<file path="src/rtl/loss_accumulator.sv">
// loss_accumulator: batch reducer for per-element L1 losses.
// Sums batch_len unsigned losses into a saturated batch sum and holds the
// result behind a valid/ready handshake.
// Optional feature macro: LOSS_MEAN_EN adds a restoring divider state (DIV)
// that produces floor(sum/batch_len); without it loss_mean is tied to zero.
module loss_accumulator #(
  parameter int DATA_W = 32,
  parameter int ACC_W  = 48,
  parameter int LEN_W  = 16
) (
  input  logic              clk,
  input  logic              rst_n,
  input  logic              start,
  input  logic [LEN_W-1:0]  batch_len,
  input  logic              valid_in,
  input  logic [DATA_W-1:0] loss_in,
  output logic              busy,
  output logic              out_valid,
  input  logic              out_ready,
  output logic [DATA_W-1:0] loss_sum,
  output logic [DATA_W-1:0] loss_mean,
  output logic              sat
);

  typedef enum logic [1:0] {
    IDLE,
    ACCUM,
`ifdef LOSS_MEAN_EN
    DIV,
`endif
    HOLD
  } state_t;

  state_t            state;
  logic [ACC_W-1:0]  acc;
  logic [LEN_W-1:0]  cnt;
  logic [LEN_W-1:0]  len_q;
  logic [ACC_W-1:0]  acc_next;
  logic [LEN_W-1:0]  cnt_next;

  // Clamp a wide accumulator value to the output width.
  function automatic logic [DATA_W-1:0] saturate(input logic [ACC_W-1:0] a);
    return (|a[ACC_W-1:DATA_W]) ? {DATA_W{1'b1}} : a[DATA_W-1:0];
  endfunction

  // Next accumulator/count values for the beat currently on loss_in.
  always_comb begin
    acc_next = acc + {{(ACC_W-DATA_W){1'b0}}, loss_in};
    cnt_next = cnt + LEN_W'(1);
  end

  assign busy = (state != IDLE);

`ifdef LOSS_MEAN_EN
  localparam int DCNT_W = $clog2(ACC_W + 1);
  localparam logic [DCNT_W-1:0] DIV_LAST = DCNT_W'(ACC_W - 1);

  logic [ACC_W-1:0]  quo;
  logic [LEN_W-1:0]  rem;
  logic [DCNT_W-1:0] div_cnt;
  logic [LEN_W:0]    rem_shift;
  logic              rem_ge;
  logic [ACC_W-1:0]  quo_next;
  logic [LEN_W-1:0]  rem_next;

  // One restoring-division step: shift the next dividend bit into the
  // remainder and subtract the divisor when it fits.
  always_comb begin
    rem_shift = {rem, quo[ACC_W-1]};
    rem_ge    = (rem_shift >= {1'b0, len_q});
    quo_next  = {quo[ACC_W-2:0], rem_ge};
    rem_next  = rem_ge ? LEN_W'(rem_shift - {1'b0, len_q}) : rem_shift[LEN_W-1:0];
  end
`else
  assign loss_mean = '0;
`endif

  // Control FSM with registered result outputs.
  always_ff @(posedge clk or negedge rst_n) begin
    if (!rst_n) begin
      state     <= IDLE;
      acc       <= '0;
      cnt       <= '0;
      len_q     <= '0;
      out_valid <= 1'b0;
      loss_sum  <= '0;
      sat       <= 1'b0;
`ifdef LOSS_MEAN_EN
      loss_mean <= '0;
      quo       <= '0;
      rem       <= '0;
      div_cnt   <= '0;
`endif
    end else begin
      case (state)
        IDLE: begin
          if (start) begin
            if (batch_len != '0) begin
              acc   <= '0;
              cnt   <= '0;
              len_q <= batch_len;
              state <= ACCUM;
            end else begin
              loss_sum  <= '0;
              sat       <= 1'b0;
`ifdef LOSS_MEAN_EN
              loss_mean <= '0;
`endif
              out_valid <= 1'b1;
              state     <= HOLD;
            end
          end
        end
        ACCUM: begin
          if (valid_in) begin
            acc <= acc_next;
            cnt <= cnt_next;
            if (cnt_next == len_q) begin
`ifdef LOSS_MEAN_EN
              quo     <= acc_next;
              rem     <= '0;
              div_cnt <= '0;
              state   <= DIV;
`else
              loss_sum  <= saturate(acc_next);
              sat       <= |acc_next[ACC_W-1:DATA_W];
              out_valid <= 1'b1;
              state     <= HOLD;
`endif
            end
          end
        end
`ifdef LOSS_MEAN_EN
        DIV: begin
          quo     <= quo_next;
          rem     <= rem_next;
          div_cnt <= div_cnt + DCNT_W'(1);
          if (div_cnt == DIV_LAST) begin
            loss_mean <= saturate(quo_next);
            loss_sum  <= saturate(acc);
            sat       <= |acc[ACC_W-1:DATA_W];
            out_valid <= 1'b1;
            state     <= HOLD;
          end
        end
`endif
        HOLD: begin
          if (out_ready) begin
            out_valid <= 1'b0;
            state     <= IDLE;
          end
        end
        default: state <= IDLE;
      endcase
    end
  end

endmodule
</file>
<file path="config.mk">
export PLATFORM = sky130hd
export DESIGN_NAME = loss_accumulator
export DESIGN_NICKNAME = d
export VERILOG_FILES = /design/src/rtl/loss_accumulator.sv
export SDC_FILE = /design/constraint.sdc
export NUM_CORES = 1
export LEC_CHECK = 0
export BUFFER_PORTS_ARGS = -buffer_cell sky130_fd_sc_hd__buf_2
export CAP_MARGIN = 20
export CORE_ASPECT_RATIO = 2
export CORE_MARGIN = 3
export CORE_UTILIZATION = 45
export CTS_CLUSTER_SIZE = 28
export DETAILED_ROUTE_END_ITERATION = 6
export GPL_ROUTABILITY_DRIVEN = 0
export GPL_TIMING_DRIVEN = 0
export MAX_ROUTING_LAYER = met4
export SLEW_MARGIN = 30
export SYNTH_ARGS = -nofsm -noshare
export SYNTH_HDL_FRONTEND = slang
export SYNTH_SLANG_ARGS = --single-unit
export TNS_END_PERCENT = 1
</file>
<file path="constraint.sdc">
create_clock -name clk -period 6.1 [get_ports clk]
set_clock_uncertainty 0.2 [all_clocks]
set_input_delay 0 -clock clk [delete_from_list [all_inputs] [get_ports clk]]
set_output_delay 0 -clock clk [all_outputs]
set_load 0.01 [all_outputs]
</file>
Word level (Yosys, flattened, before mapping)
Cells that the tools add are included.
{ "op_classes": {"n_mux": 31, "addsub": 2, "eq_ne": 9, "reduce_logical": 11} }
{ "op_table": {"columns": ["operator", "n"], "rows": [
  ["$mux W32", 5],
  ["$mux W48", 3],
  ["$pmux W48 S2", 1],
  ["$pmux W32 S2", 1],
  ["$add A48 B32 Y48", 1],
  ["$mux W16", 3],
  ["$pmux W16 S2", 1],
  ["$add A16 B1 Y16 const B", 1],
  ["$eq A16 B16 Y1", 1],
  ["$reduce_bool A16 Y1", 1],
  ["$reduce_or A16 Y1", 1],
  ["$ne A2 B2 Y1 const B", 6],
  ["$mux W2", 5],
  ["$mux W1", 9],
  ["$reduce_and A4 Y1", 2],
  ["$pmux W2 S3", 1],
  ["$reduce_and A6 Y1", 1],
  ["$reduce_and A5 Y1", 1],
  ["$reduce_bool A2 Y1", 2],
  ["$pmux W1 S3", 1],
  ["$reduce_and A3 Y1", 1],
  ["$reduce_bool A3 Y1", 1],
  ["$eq A2 B1 Y1 const B", 1],
  ["$eq A2 B2 Y1 const B", 1],
  ["other kinds (2)", 2]
]} }
{ "word_totals": {"regBits": 116, "out_inout_bits": 67, "input_bits": 53} }

Longest topological paths before layout
{ "depth": {"depth_word": 6, "depth_mapped": 13, "mapped_depth_nobuf": 12} }

Worst setup path after synthesis
OpenSTA, ideal clock, no wires.
{ "synth_timing": {"kind": "register -> register", "from": "register acc[0]", "to": "register loss_sum[8]", "t_arrival_ns": 2.961, "setup_time_ns": 0.129, "synth_period_minus_slack_ns": 3.290, "required_time_ns": 5.771, "stages_incl_launch_ff": 14, "setup_slack_ns": 2.810, "n_path_buf": 1, "cell_sequence": "dfrtp_1 -> ha_1 -> inv_1 -> fa_1 -> nor2b_1 -> o2111ai_1 -> a21o_1 -> a2111oi_0 -> o21ai_0 -> mux2_2 -> nand4_1 -> nor3_1 -> buf_2 -> a21oi_1"} }
{ "synth_via": {"elab_chain_len": 6} }
{ "synth_rtl": {"columns": ["item", "line", "rtl"], "rows": [
  ["start: declaration", "35", "logic [ACC_W-1:0] acc;"],
  ["start signal: assignment", "116", "acc <= acc_next;"],
  ["$add A48 B32 Y48 *", "48", "acc_next = acc + {{(ACC_W-DATA_W){1'b0}}, loss_in};"],
  ["$reduce_or A16 Y1", "43", "return (|a[ACC_W-1:DATA_W]) ? {DATA_W{1'b1}} : a[DATA_W-1:0];"],
  ["$mux W32 *", "43", null],
  ["$mux W32 *", "118", "if (cnt_next == len_q) begin"],
  ["$mux W32 *", "115", "if (valid_in) begin"],
  ["$pmux W32 S2 *", "95", "case (state)"],
  ["end signal: assignment", "125", "loss_sum <= saturate(acc_next);"],
  ["end: declaration", "20", "output logic [DATA_W-1:0] loss_sum,"]
]} }
Mark *: on every way between the ends. The rest lies on a longest branch, timed or not. The select of a mux whose other input is x is not followed.
A chain may end at the register's enable or synchronous reset.

Final worst setup path
{ "layout_timing": {"from": "register acc[4]", "to": "register loss_sum[1]"} }
{ "layout_via": {"elab_chain_len": 6} }
{ "layout_rtl": {"columns": ["item", "line"], "rows": [
  ["$add A48 B32 Y48", "48"],
  ["$reduce_or A16 Y1", "43"],
  ["$mux W32", "43"],
  ["$mux W32", "118"],
  ["$mux W32", "115"],
  ["$pmux W32 S2", "95"]
]} }
No other way between the ends. The select of a mux whose other input is x is not followed.

==> flow_summary_export.csv <==
group,metric,value,unit
job,max_cap_viol_count,0,
power_and_ir_drop,leakagePower,0.00471,µW
layout,fillers,1869,
logic_synthesis,yosysWarnings,0,
sta,fin_crit_sh,74.6,%
logic_synthesis,syn-cell-area,0.00874,mm²
status,status,"finished, final reports clean",
place,post-dp-hpwl,25300,µm
drt,vias_per_cell,5.94,
layout,finish.utilization,55.8,%
drt,routed_wl,32700,µm
layout,multi_input_area,0.00532,mm²
floorplanning,rows,71,
critical_path,cp.required,6.21,ns
clocking,htree_levels,4,
clocking,clk_latency,0.44,ns
global_routing,antenna_found_initial,0,
clocking,post_cts_buffers,0,
clocking,root_buffer,"clkbuf_16",
sta,relSlewSlack,32.2,%
critical_path,crit_slowest_cell,"o21ai_0",
sta,rsz0062_at_grt,"no",
critical_path,cp.depth,11,
logic_synthesis,synth-seq-cells,116,
clocking,cts-buffers-inserted,17,
power_and_ir_drop,p_per_area,433,mW/mm²
sta,post-route-min-period,4.55,ns
clocking,cts_tree,"built",
drt,post_drt_wl_per_cell,21.5,µm
critical_path,crit-reg2reg-capture,"loss_sum[1]",
critical_path,cp-endpoint,"loss_sum[1]",
global_routing,grt_overflow,0,
clocking,cts_buffer_depth,2,
floorplanning,initial_utilization,46.2,%
critical_path,crit_fanout,10,
clocking,path_clk_slew,0.07,ns
critical_path,r2r-start,"acc[4]",
logic_synthesis,synth-edff-count,0,
logic_synthesis,synth-main-ff-cell,"dfrtp_1",
global_routing,grt_pass1_vias,8841,
critical_path,path_class,"reg2reg",
logic_synthesis,yosysSeqAreaShare,33.2,%
critical_path,critical_path.top_delay_family,"compound AO/OA/AOI/OAI gates",
critical_path,critPathCaptureType,"flip-flop",
floorplanning,die_area,0.0212,mm²
global_routing,grt_pass1_wl,49700,µm
layout,syn_to_final_growth,20.9,%
layout,fin_nets,1339,
place,portBuffers,87,
critical_path,worstRegToRegCells,11,
floorplanning,core-area,0.0189,mm²
layout,drive_above_1_share,17.5,%
drt,ant_nets,0,
logic_synthesis,synth_top_area_cell,"dfrtp_1",
sta,fmax,220,MHz
logic_synthesis,synth_area_leaders,"dfrtp_1 (33%), a21oi_1 (6.8%), o21ai_0 (5.8%)",
layout,seqCellArea,0.00290,mm²
critical_path,critPathLaunchType,"flip-flop",
logic_synthesis,synth_cell_types,75,
power_and_ir_drop,fin_total_pwr,4570,µW
drt,remaining_drc_errors,0,
logic_synthesis,synth.avg_cell_area,8.04,µm²
logic_synthesis,synthArstFlopShare,100,%
global_routing,grt_start_max_net_pins,74,
critical_path,critPathMaxStageDelay,0.71,ns
drt,route.vias.total,9028,
logic_synthesis,synth_cells,1087,
floorplanning,die_w,105,µm
layout,diodes,0,
drt,drt-initial-drc-count,465,
clocking,post_cts_resized,0,
logic_synthesis,synth_top_cell_area_share,33.2,%
critical_path,crit_path_start,"acc[4]",
sta,finalHoldViolCount,0,
sta,tns,0,ns
critical_path,worst-path-buf-inv,1,
drt,first_pass_iters,6,
critical_path,crit_chain,"ha_1, o211ai_1, o21ai_0, a211oi_1, a2111oi_1, o21ai_0, nand2_1, clkbuf_1, nand2_1, nor3_1, a21oi_1",
sta,setup_violations,0,
floorplanning,pin_count,120,
sta,tightest_slew,1.02,ns
global_routing,grt_use_total,31.7,%
sta,finalMaxSlewViolations,0,
critical_path,crit_arrival,4.67,ns
clocking,cts.sinks,116,
min_path,hold_path_class,"in2reg",
power_and_ir_drop,peakVddDrop,0.191,mV
critical_path,rrSetupSlack,1.55,ns
floorplanning,fp.dieH,203,µm
==> synth_stat cells (4+ instances only) <==
library cell,n
a211o_1,4
a211oi_1,13
a21o_1,13
a21oi_1,118
a221oi_1,5
a22o_1,6
a22oi_1,7
a31oi_1,11
and2_1,8
and3_1,12
buf_1,5
buf_2,20
buf_4,36
clkbuf_1,49
dfrtp_1,116
ha_1,33
inv_1,15
mux2_2,18
nand2_1,132
nand2b_1,6
nand3_1,31
nand4_1,31
nand4b_1,5
nor2_1,60
nor2b_1,5
nor3_1,29
nor4_1,29
nor4b_1,4
o2111ai_1,5
o211ai_1,7
o21ai_0,101
o31ai_1,18
o41ai_1,8
or2_2,12
or3_1,7
xnor2_1,25
xor2_1,21
==> report_power, final <==
part / total [µW] / leakage (µW) / switching [µW] / internal [µW]
registers: 1070 / 0.00152 / 125 / 944
clock network: 1090 / 0.000302 / 439 / 654
logic: 2410 / 0.00288 / 1620 / 793
total: 4570 / 0.00471 / 2180 / 2390
==> cells in the final DEF, fill, tap and decap left out, types with 15 or more instances in the layout <==
master,count
nor3_1,29
dfrtp_1,116
a21oi_1,118
nor4_1,28
nand3_1,31
o21ai_0,101
xnor2_1,25
buf_2,106
xor2_1,21
buf_4,36
ha_1,33
o31ai_1,18
clkbuf_16,17
nand4_1,31
dlygate4sd3_1,26
nand2_1,132
inv_1,15
clkbuf_1,49
mux2_2,18
conb_1,32
nor2_1,60
==> cell families after synthesis <==
family | share of synthesized area (%)
and+or+nand+nor | 22.9
DFF | 33.2
xor gates and xnor gates | 4.61
muxes | 2.55
buffers and inverters | 7.33
AOI/OAI and AO/OA | 24.4
other | 0.0429
adders and majority gates | 4.95
==> flip-flops by register name, indices dropped and copies added (netlist names) <==
register   count
acc           48
cnt           16
len_q         16
loss_sum      32
out_valid      1
sat            1
state          2
==> routing by layer <==
layer	global-route usage, %	vias up	routed length [µm]
met3	4.37	124	1270
met1	27.6	4270	10400
li1	-	4287	-
met5	-	-	0
met4	27.3	0	3060
met2	58.4	347	17900
==> worst min-delay path by stage <==
stage / from / endpoint / slack, ns / depth (start not counted)
after global placement: batch_len[5] / len_q[5] / 0.05 / 2
after global routing: loss_in[6] / acc[6] / 0.08 / 4
after detailed placement: rst_n / acc[15] / -0.28 / 1
final: loss_in[6] / acc[6] / 0.04 / 4
after floorplan: rst_n / acc[0] / -0.50 / 0
after CTS: loss_in[8] / acc[8] / 0.03 / 4
==> cell type report <==
cell class | instances | share of cell area [%]
clock inverter | 15 | 1.85
tap | 255 | 3.02
buffer | 111 | 5.53
multi-input combinational | 876 | 50.4
inverter | 15 | 0.533
timing repair buffer | 115 | 7.20
clock buffer | 17 | 4.03
sequential | 116 | 27.5
==> what timing repair did <==
item                                    CTS  global route
endpoints found under the setup margin    0             0
hold buffers                             27             0
hold endpoints to repair                141             0
==> metrics by stage <==
step           hold slack, ns  setup WS (ns)  cell area [µm²]  std cells
6_report               0.0430           1.55            10600       1520
5_1_grt                0.0798           1.37            10600       1520
4_1_cts                0.0311           1.66            10600       1520
3_5_place_dp           -0.281           1.69             9660       1461
3_3_place_gp           0.0510           1.71             9610       1460
2_1_floorplan          -0.496           2.81             8860       1118
==> worst min-delay path, delay by kind of cell <==
kind / cells / cell delay [ns]
AO/OA/AOI/OAI: 1 / 0.08
buffers and inverters: 1 / 0.08
adder cells (fa/ha/maj): 1 / 0.23
XOR/XNOR: 1 / 0.24
Note: power is estimated with default switching activity, not from simulation.
